<file path="src/rtl/out_port_fifo_pkg.sv">
// Shared constants for the output-port FIFO.
// Status word field positions are derived from the FIFO depth.
package out_port_fifo_pkg;

  localparam int OPF_DATA_WIDTH = 32;
  localparam int OPF_DEPTH      = 4;

  function automatic int ovf_bit(int depth);
    return $clog2(depth) + 3;
  endfunction

  function automatic int full_bit(int depth);
    return $clog2(depth) + 2;
  endfunction

  function automatic int empty_bit(int depth);
    return $clog2(depth) + 1;
  endfunction

  localparam int COUNT_LSB = 0;

endpackage

</file>
<file path="src/rtl/out_port_fifo_mem.sv">
// FIFO storage: DEPTH x DATA_WIDTH registers.
// Synchronous write, asynchronous read, storage is not reset.
module out_port_fifo_mem
  import out_port_fifo_pkg::*;
#(
  parameter int DATA_WIDTH = OPF_DATA_WIDTH,
  parameter int DEPTH      = OPF_DEPTH,
  parameter int AW         = $clog2(DEPTH)
) (
  input  logic                  clk_i,
  input  logic                  we_i,
  input  logic [AW-1:0]         waddr_i,
  input  logic [DATA_WIDTH-1:0] wdata_i,
  input  logic [AW-1:0]         raddr_i,
  output logic [DATA_WIDTH-1:0] rdata_o
);

  logic [DATA_WIDTH-1:0] mem_q [DEPTH];

  always_ff @(posedge clk_i) begin
    if (we_i) mem_q[waddr_i] <= wdata_i;
  end

  assign rdata_o = mem_q[raddr_i];

endmodule

</file>
<file path="src/rtl/out_port_fifo.sv">
// Output port: bus writes queued in a FIFO, drained over valid/ready.
// Last accepted word and a status word are readable on the bus mux.
module out_port_fifo
  import out_port_fifo_pkg::*;
#(
  parameter int                    DATA_WIDTH = OPF_DATA_WIDTH,
  parameter int                    DEPTH      = OPF_DEPTH,
  parameter logic [DATA_WIDTH-1:0] INIT       = '0
) (
  input  logic                  Clock,
  input  logic                  Clear_n,
  input  logic [DATA_WIDTH-1:0] BusMuxOut,
  input  logic                  Strobe,
  input  logic                  ClrOvf,
  output logic [DATA_WIDTH-1:0] Out_Data,
  output logic                  Out_Valid,
  input  logic                  Out_Ready,
  output logic [DATA_WIDTH-1:0] BusMuxIn,
  output logic [DATA_WIDTH-1:0] StatusIn
);

  localparam int AW = $clog2(DEPTH);
  localparam int CW = AW + 1;
  localparam int OB = ovf_bit(DEPTH);
  localparam int FB = full_bit(DEPTH);
  localparam int EB = empty_bit(DEPTH);

  logic [AW-1:0]         wr_q, wr_d;
  logic [AW-1:0]         rd_q, rd_d;
  logic [CW-1:0]         cnt_q, cnt_d;
  logic                  ovf_q, ovf_d;
  logic [DATA_WIDTH-1:0] last_q, last_d;
  logic [DATA_WIDTH-1:0] rdata;
  logic                  full, empty;
  logic                  push, pop, rej;

  assign empty = (cnt_q == '0);
  assign full  = (cnt_q == CW'(DEPTH));

  // Pop frees a slot in the same cycle, so a full FIFO may still accept.
  assign pop  = Out_Valid & Out_Ready;
  assign push = Strobe & (~full | pop);
  assign rej  = Strobe & full & ~pop;

  always_comb begin
    wr_d   = wr_q;
    rd_d   = rd_q;
    cnt_d  = cnt_q;
    last_d = last_q;
    ovf_d  = ovf_q;
    if (push) begin
      wr_d   = wr_q + AW'(1);
      last_d = BusMuxOut;
    end
    if (pop) rd_d = rd_q + AW'(1);
    unique case ({push, pop})
      2'b10:   cnt_d = cnt_q + CW'(1);
      2'b01:   cnt_d = cnt_q - CW'(1);
      default: cnt_d = cnt_q;
    endcase
    if (rej)         ovf_d = 1'b1;
    else if (ClrOvf) ovf_d = 1'b0;
  end

  always_ff @(posedge Clock or negedge Clear_n) begin
    if (!Clear_n) begin
      wr_q   <= '0;
      rd_q   <= '0;
      cnt_q  <= '0;
      ovf_q  <= 1'b0;
      last_q <= INIT;
    end else begin
      wr_q   <= wr_d;
      rd_q   <= rd_d;
      cnt_q  <= cnt_d;
      ovf_q  <= ovf_d;
      last_q <= last_d;
    end
  end

  out_port_fifo_mem #(
    .DATA_WIDTH (DATA_WIDTH),
    .DEPTH      (DEPTH),
    .AW         (AW)
  ) u_mem (
    .clk_i   (Clock),
    .we_i    (push),
    .waddr_i (wr_q),
    .wdata_i (BusMuxOut),
    .raddr_i (rd_q),
    .rdata_o (rdata)
  );

  assign Out_Valid = ~empty;
  assign Out_Data  = Out_Valid ? rdata : '0;
  assign BusMuxIn  = last_q;

  always_comb begin
    StatusIn                     = '0;
    StatusIn[COUNT_LSB +: CW]    = cnt_q;
    StatusIn[EB]                 = empty;
    StatusIn[FB]                 = full;
    StatusIn[OB]                 = ovf_q;
  end

endmodule

</file>
<file path="config.mk">
export PLATFORM = sky130hd
export DESIGN_NAME = out_port_fifo
export DESIGN_NICKNAME = d
export VERILOG_FILES = /design/src/rtl/out_port_fifo_pkg.sv /design/src/rtl/out_port_fifo_mem.sv /design/src/rtl/out_port_fifo.sv
export SDC_FILE = /design/constraint.sdc
export NUM_CORES = 1
export LEC_CHECK = 0
export ABC_CLOCK_PERIOD_IN_PS = 8050
export CELL_PAD_IN_SITES_DETAIL_PLACEMENT = 2
export CELL_PAD_IN_SITES_GLOBAL_PLACEMENT = 2
export CORE_ASPECT_RATIO = 1.4
export CORE_MARGIN = 4
export CORE_UTILIZATION = 41
export CTS_CLUSTER_DIAMETER = 60
export DETAILED_ROUTE_END_ITERATION = 12
export PLACE_DENSITY_LB_ADDON = 0.1
export SYNTH_ARGS = -nofsm -noshare
export SYNTH_HDL_FRONTEND = slang
export SYNTH_HIERARCHICAL = 1
export SYNTH_SLANG_ARGS = --single-unit
</file>
<file path="constraint.sdc">
create_clock -name Clock -period 8.05 [get_ports Clock]
set_input_delay 1.61 -clock Clock [delete_from_list [all_inputs] [get_ports Clock]]
set_output_delay 1.61 -clock Clock [all_outputs]
set_load 0.01 [all_outputs]
</file>
==> results of run 1 <==
## routing by layer
| layer | share of wire (%) | vias to the layer above | global-route usage, % | wire, µm |
|---|---|---|---|---|
| met5 | 0 | - | 0 | 0 |
| met4 | 1.6 | 0 | 6.13 | 244 |
| met3 | 4.0 | 18 | 3.65 | 617 |
| met2 | 55 | 105 | 31.0 | 8610 |
| met1 | 39 | 1822 | 19.8 | 6120 |
| li1 | - | 1527 | - | - |
## state kept, by name (all words and copies together), names as in the netlist
| register | flops |
|---|---|
| cnt_q | 3 |
| rd_q | 2 |
| wr_q | 2 |
| u_mem/mem_q | 128 |
| BusMuxIn | 32 |
| ovf_q | 1 |
## worst register-to-register path, cell delays in order, from the launching register on
cell and delay (ns):
dfrtp_1 0.58, nor4b_4 0.10, nand2b_2 0.19, buf_4 0.33, inv_1 0.21, nor3b_2 0.71
buf_4 0.50
## power by group
group          internal (mW)  switching [mW]  total, mW  leakage [nW]
sequential              1.12           0.130       1.25          1.64
combinational          0.588           0.438       1.03          1.21
clock                  0.430           0.340      0.770         0.261
total                   2.14           0.908       3.05          3.11
## synthesized netlist by cell type (2+ instances only)
cell type	instances	area (µm²)
xnor2_1	3	26.3
buf_4	29	218
buf_12	6	120
o211ai_1	2	15.0
buf_6	3	33.8
clkbuf_1	5	18.8
mux4_1	2	52.6
edfxtp_1	128	3840
and3b_1	2	17.5
nand2_1	5	18.8
mux4_2	30	676
a21oi_1	3	15.0
o21bai_1	2	15.0
buf_2	4	20.0
and2_1	33	206
dfrtp_1	40	1000
nand2b_1	2	12.5
nand3_1	2	10.0
nor2_1	5	18.8
mux2_4	28	420
inv_1	6	22.5
mux2_2	4	45.0
## stage by stage
| stage | std cells | hold slack (ns) | instance area (µm²) |
|---|---|---|---|
| global placement | 653 | 0.493 | 8030 |
| global route | 685 | 0.533 | 8590 |
| floorplan | 386 | 0.483 | 7080 |
| CTS | 685 | 0.516 | 8590 |
| finish | 685 | 0.510 | 8590 |
| detailed placement | 653 | 0.494 | 8030 |
## worst max-delay path by stage
stage                                         endpoint  slack [ns]
final                     u_mem/mem_q[0][24]$_DFFE_PP_        3.63
after global routing      u_mem/mem_q[0][26]$_DFFE_PP_        3.42
after CTS                                  Out_Data[0]        3.54
after detailed placement  u_mem/mem_q[0][29]$_DFFE_PP_        3.20
after global placement    u_mem/mem_q[0][29]$_DFFE_PP_        3.41
after floorplan            u_mem/mem_q[0][0]$_DFFE_PP_        3.05
## cell type report
cell class | instances | share of cell area, %
clock inverters | 13 | 1.43
clock buffers | 19 | 5.04
inverters | 6 | 0.262
repair buffers | 111 | 12.8
multi-input cells | 165 | 21.1
well taps | 203 | 2.96
flip-flops and latches | 168 | 56.5
## kinds of logic after synthesis
| group | after synthesis | share of synthesized area (%) |
|---|---|---|
| and+or+nand+nor | 58 | 5.25 |
| adders and majority gates | 1 | 0.287 |
| muxes | 65 | 17.2 |
| other | 1 | 0.0537 |
| DFF | 168 | 69.4 |
| AOI/OAI and AO/OA | 11 | 1.09 |
| buffers and inverters | 53 | 6.20 |
| xor gates and xnor gates | 4 | 0.502 |
==> results.md, run 1 <==
* Clk sinks at 168
* Largest net degree at the start of global routing at 41
* Initial antenna violation count at 0
* CP delay by family, top: buffers and inverters
* Via/cell ratio at ~5.1
* GR Overflow Total at 0
* Commonest cells after routing, fill and taps aside: edfxtp_1 (128), clkdlybuf4s50_1 (106), dfrtp_1 (38), and2_1 (33), mux4_2 (30)
* Clk_lat worst skew at 0.42 ns
* PortBufs at 107
* Seq/Total Area, Yosys at between 60% and 70%
* Period utilization at 54.9%
* Top achievable clock speed at around 0.23 GHz
* Global placer's final weighted congestion at around 0.72
* GRT Total Usage at approximately 17%
* Slew HR at between 20% and 30%
* Diode count at 0
* Row count at 56
* Crit path cell chain: clkdlybuf4s50_1 > nor4b_4 > nand2b_2 > buf_4 > inv_1 > nor3b_2 > buf_4
* Critical path's most frequent cell: buf_4
* Total power at 3.05 mW
* Asr flop ratio synth at a little under a quarter
* DRC violations left at 0
* FF+latch count, synth at 168
* Resized cells post-CTS at 0
* DRT iter0 DRCs at approximately 110
* Max-cap viol count at 0
* Max IR drop VDD at 0.163 mV
* Flop-to-flop setup slack at slightly above 5 ns
* Util after Layout at between 50% and 60%
* CP max FO at 34
* Die area at 19,200 µm²
* Stages on worst setup path at 7
* Final hold vios at 0
* Crit path from: Out_Ready
* Filler cells at 1,519
* Post-Route WL at roughly 16 mm
* Cell Pwr Density at between 300 and 400 nW/µm²
* Crit Path Class: input pin to flip-flop
* Dpl ws at around 3.2 ns
* Leak pwr at just over 3 nW
* Area of the multi-input gates at 1810 µm²
* Hold buffers post-CTS at 0
* First-pass GRT wire length at roughly 24 mm
* H-tree Lvls at 4
* Status: complete, no violations
* TNS Setup at 0 ns
* WP data required at between 8 and 9 ns
* Launching point of the worst reg2reg path: cnt_q[1]$_DFFE_PN0P_
* WP data arrival at between 4 and 5 ns
* Beginning of the worst hold path: BusMuxIn[3]$_DFFE_PN0P_
* Worst Hold Path EP: BusMuxIn[3]$_DFFE_PN0P_
* Type of origin of the critical path: input pin
* Commonest non-fill, non-tap cell in the layout: edfxtp_1
* Die width at ~120 µm
* Synth warnings at 6
* Slew @ Worst Pin at ~1.1 ns
* WL/cell at approximately 23 µm
* Largest stage delay on the critical path at about 0.80 ns
* Post-DP HPWL at approximately 9.7 mm
* Distinct cells, synth at 39
* Clock transition at path regs at approximately 0.060 ns
* Cts bufs inserted at 17
* Post-CTS Setup Inserts at 0
* Clock Tree Root: clkbuf_16
* Share of cells above drive strength 1 at ~22%
* Routed vias at around 3.5k
* Initial Util at a little over two fifths
* Number of global-route vias before repair at slightly above 4k
* Max Clock Skew at between 0.015 and 0.02 ns
* Synthesized cell area at between 6000 and 7000 µm²
* Register area at 4850 µm²
* Slowest CP cell: clkdlybuf4s50_1
* RR Endpoint: u_mem/mem_q[0][24]$_DFFE_PP_
* Mean Syn Cell Area at just under 20 µm²
* Post-route ant nets at 0
* Synth Instances at 361
* Fin crit period at about 4.4 ns
* CTS tree: done
* Die height at ~160 µm
* P&R area growth vs syn at 23.0%
* Io pins at around 130
* Core Footprint at around 17,000 µm²
* Hold Path Class: flip-flop to flip-flop
* RSZ-0062 raised after global routing: false
* DR pass1 iterations at 4
* Endpoint class of the critical path: flip-flop
* Hold depth at 1
* Post-synth EDFFs at about 130
* Nets at ~510
* Clock Tree Buf Depth at 2
* Main flop type after synthesis: edfxtp_1
* Setup Viol. Count Final at 0
* Fin. max-slew vios at 0
* Worst-case reg-to-reg path depth at 6
* Post-route setup slack at roughly 3.6 ns
* Worst Path Buf+Inv at 4
Power figures use the tool's default switching activity.
==> inputs of run 2 (changes only) <==
--- a/config.mk
+++ b/config.mk
@@ -5,12 +5,12 @@
 export SDC_FILE = /design/constraint.sdc
 export NUM_CORES = 1
 export LEC_CHECK = 0
-export ABC_CLOCK_PERIOD_IN_PS = 8050
+export ABC_CLOCK_PERIOD_IN_PS = 3600
 export CELL_PAD_IN_SITES_DETAIL_PLACEMENT = 2
 export CELL_PAD_IN_SITES_GLOBAL_PLACEMENT = 2
 export CORE_ASPECT_RATIO = 1.4
 export CORE_MARGIN = 4
-export CORE_UTILIZATION = 41
+export CORE_UTILIZATION = 34
 export CTS_CLUSTER_DIAMETER = 60
 export DETAILED_ROUTE_END_ITERATION = 12
 export PLACE_DENSITY_LB_ADDON = 0.1
==> constraint.sdc (replaced) <==
create_clock -name Clock -period 3.6 [get_ports Clock]
set_input_delay 0.72 -clock Clock [delete_from_list [all_inputs] [get_ports Clock]]
set_output_delay 0.72 -clock Clock [all_outputs]
set_load 0.01 [all_outputs]
==> run 2 against run 1 <==
  * Largest cell class unchanged
  * Register-to-register slack got worse by 4.2 ns
  * Highest routed layer unchanged
  * Sequential share of layout area fell by 1.1 points
  * Die area up 19%
  * Combinational power grew 130%
  * First-iteration DRC count grew 64%
  * Clock power up 140%
  * Total power increased by 130%
  * Non-clock buffer count grew 7
==> results.md, run 2 (synthesis results as in run 1) <==
* WP data arrival at 2.62 ns (-1.87 ns)
* Slew @ Worst Pin at 0.939 ns (-0.130 ns)
* WL/cell at 21.1 µm (-7.4%)
* Routed vias at 3,516 (+1.3%)
* TNS Setup at 0 ns (unchanged)
* Initial Util at 34.8% (-6.9 points)
* Post-Route WL at 15.6 mm (+0.17%)
* Hold Path Class: input pin to asynchronous set/reset pin
* Largest stage delay on the critical path at 0.74 ns (-0.06 ns)
* Setup Viol. Count Final at 0 (unchanged)
* Die width at 129 µm (+9.2%)
* Endpoint class of the critical path: output pin
* Diode count at 0 (unchanged)
* Met1 Usage GRT at 17.2% (-2.6 points)
* Worst Path Buf+Inv at 2 (-2)
* DRC violations left at 0 (unchanged)
* Global placer's final weighted congestion at 0.683 (-5.6%)
* Die area at 22,900 µm² (+19%)
* Largest reg by FF count: u_mem/mem_q
* Crit path cell chain: or3_2 > buf_4 > and2_1 > clkdlybuf4s50_1
* Post-DP HPWL at 10.1 mm (+5.0%)
* Period utilization at 92.7%
* WP data required at 2.88 ns (-5.24 ns)
* RSZ-0062 raised after global routing: false
* Io pins at 134 (unchanged)
* CP delay by family, top: simple AND/OR/NAND/NOR gates
* Clk sinks at 168 (unchanged)
* Post-route ant nets at 0 (unchanged)
* Max-cap viol count at 0 (unchanged)
* Number of global-route vias before repair at 4,093 (+0.27%)
* Type of origin of the critical path: flip-flop
* Max IR drop VDD at 0.359 mV (+120%)
* Post-CTS Setup Inserts at 0 (unchanged)
* DR pass1 iterations at 4 (unchanged)
* Fin crit period at 3.34 ns
* Commonest non-fill, non-tap cell in the layout: edfxtp_1
* Commonest cells after routing, fill and taps aside: edfxtp_1 (128), clkdlybuf4s50_1 (106), dfrtp_1 (38), and2_1 (33), mux4_2 (30)
* Cell Pwr Density at 798 nW/µm² (+120%)
* Status: complete, no violations
* Fin. max-slew vios at 0 (unchanged)
* Max Clock Skew at 0.00666 ns (-0.00876 ns)
* Largest register FFs at 128 (unchanged)
* Clock Tree Buf Depth at 2 (unchanged)
* GR Overflow Total at 0 (unchanged)
* H-tree Lvls at 4 (unchanged)
* Final hold vios at 0 (unchanged)
* DRT iter0 DRCs at 176 (+64%)
* Clock Tree Root: clkbuf_16
* CTS tree: done
* Core Footprint at 20,100 µm² (+20%)
* First-pass GRT wire length at 24.6 mm (+0.31%)
* Die height at 178 µm (+9.3%)
* Top achievable clock speed at 0.300 GHz
* GRT Total Usage at 14.5% (-2.5 points)
* Util after Layout at 43.7% (-7.6 points)
* Leak pwr at 3.18 nW (+2.1%)
* Share of cells above drive strength 1 at 23.5% (+1.3 points)
* Via/cell ratio at 4.74 (-6.4%)
* GRT busiest layer: met2
* P&R area growth vs syn at 25.5%
* Clock transition at path regs at 0.07 ns (about the same)
* Slew HR at 37.4% (+8.7 points)
* Initial antenna violation count at 0 (unchanged)
* Hold buffers post-CTS at 0 (unchanged)
* Met3 Use GR at 3.10% (-0.55 points)
* Largest net degree at the start of global routing at 34 (-17%)
* CP max FO at 22 (-35%)
* Met2 Track Usage GR at 26.0% (-5.0 points)
* Slowest CP cell: or3_2
* Crit Path Class: flip-flop to output pin
* Clk_lat worst skew at 0.42 ns (about the same)
* Cts bufs inserted at 17 (unchanged)
* Row count at 61 (+8.9%)
* PortBufs at 107 (unchanged)
* Nets at 514 (+1.4%)
## run 2: worst paths after layout
path | from | end | slack (ns) | depth (start not counted)
hold reg to reg | BusMuxIn[28]$_DFFE_PN0P_ | BusMuxIn[28]$_DFFE_PN0P_ | 0.51 | 1
hold / removal | Clear_n | BusMuxIn[28]$_DFFE_PN0P_ | 0.39 | 1
max in group asynchronous | Clear_n | BusMuxIn[4]$_DFFE_PN0P_ | 2.50 | 2
min in group Clock | BusMuxIn[28]$_DFFE_PN0P_ | BusMuxIn[28]$_DFFE_PN0P_ | 0.51 | 1
setup / recovery | cnt_q[1]$_DFFE_PN0P_ | Out_Data[22] | 0.26 | 4
setup reg to reg | cnt_q[1]$_DFFE_PN0P_ | cnt_q[1]$_DFFE_PN0P_ | 0.91 | 7
## run 2: area by class of cell
type	instances	area (µm²)
inverter	6	22.5
multi-input combinational	165	1820
clock buffer	18	429
clock inverter	14	170
sequential	168	4850
timing repair buffer	118	1160
tap	252	315
fill	1878	11300
## run 2: repair_timing
| item | in CTS | in global routing |
|---|---|---|
| endpoints found under the hold margin | 0 | 0 |
| endpoints found under the setup margin | 0 | 13 |
| resized for setup | 0 | 1 |
## run 2: worst register-to-register path, cell delays in order, from the launching register on
cell,delay [ns]
dfrtp_1,0.50
or3_2,0.74
buf_4,0.30
nand2_1,0.10
fa_1,0.45
nor4bb_1,0.34
a21oi_1,0.08
o211ai_1,0.10
## run 2: report_power, final
part / internal (mW) / switching [mW]
Combinational: 1.36 / 1.03
Clock: 1.10 / 0.760
Sequential: 2.51 / 0.236
Total: 4.96 / 2.03
## run 2: metrics by stage
stage / hold slack [ns] / cell area, µm² / instances / setup WS, ns / power (mW)
2_1_floorplan: 0.424 / 7080 / 386 / 0.616 / 4.14
3_3_place_gp: 0.487 / 8160 / 709 / 0.575 / 5.20
3_5_place_dp: 0.497 / 8160 / 709 / 0.525 / 5.25
4_1_cts: 0.410 / 8760 / 741 / 0.0216 / 7.15
5_1_grt: 0.441 / 8760 / 741 / 0.104 / 7.40
6_report: 0.392 / 8760 / 741 / 0.262 / 6.99
## run 2: metal layers
layer / vias to the layer above / wire length, µm / share of wire [%]
met5: - / 0 / 0
met4: 0 / 183 / 1.2
met3: 13 / 619 / 4.0
met2: 100 / 8590 / 55
met1: 1854 / 6230 / 40
li1: 1549 / - / -
==> inputs of run 3 (changes only) <==
--- a/config.mk
+++ b/config.mk
@@ -11,7 +11,7 @@
 export CORE_ASPECT_RATIO = 1.4
 export CORE_MARGIN = 4
 export CORE_UTILIZATION = 34
-export CTS_CLUSTER_DIAMETER = 60
+export CTS_CLUSTER_DIAMETER = 40
 export DETAILED_ROUTE_END_ITERATION = 12
 export PLACE_DENSITY_LB_ADDON = 0.1
 export SYNTH_ARGS = -nofsm -noshare
==> results of run 3 <==
The final DEF is identical to that of run 2; final timing and power are the same.
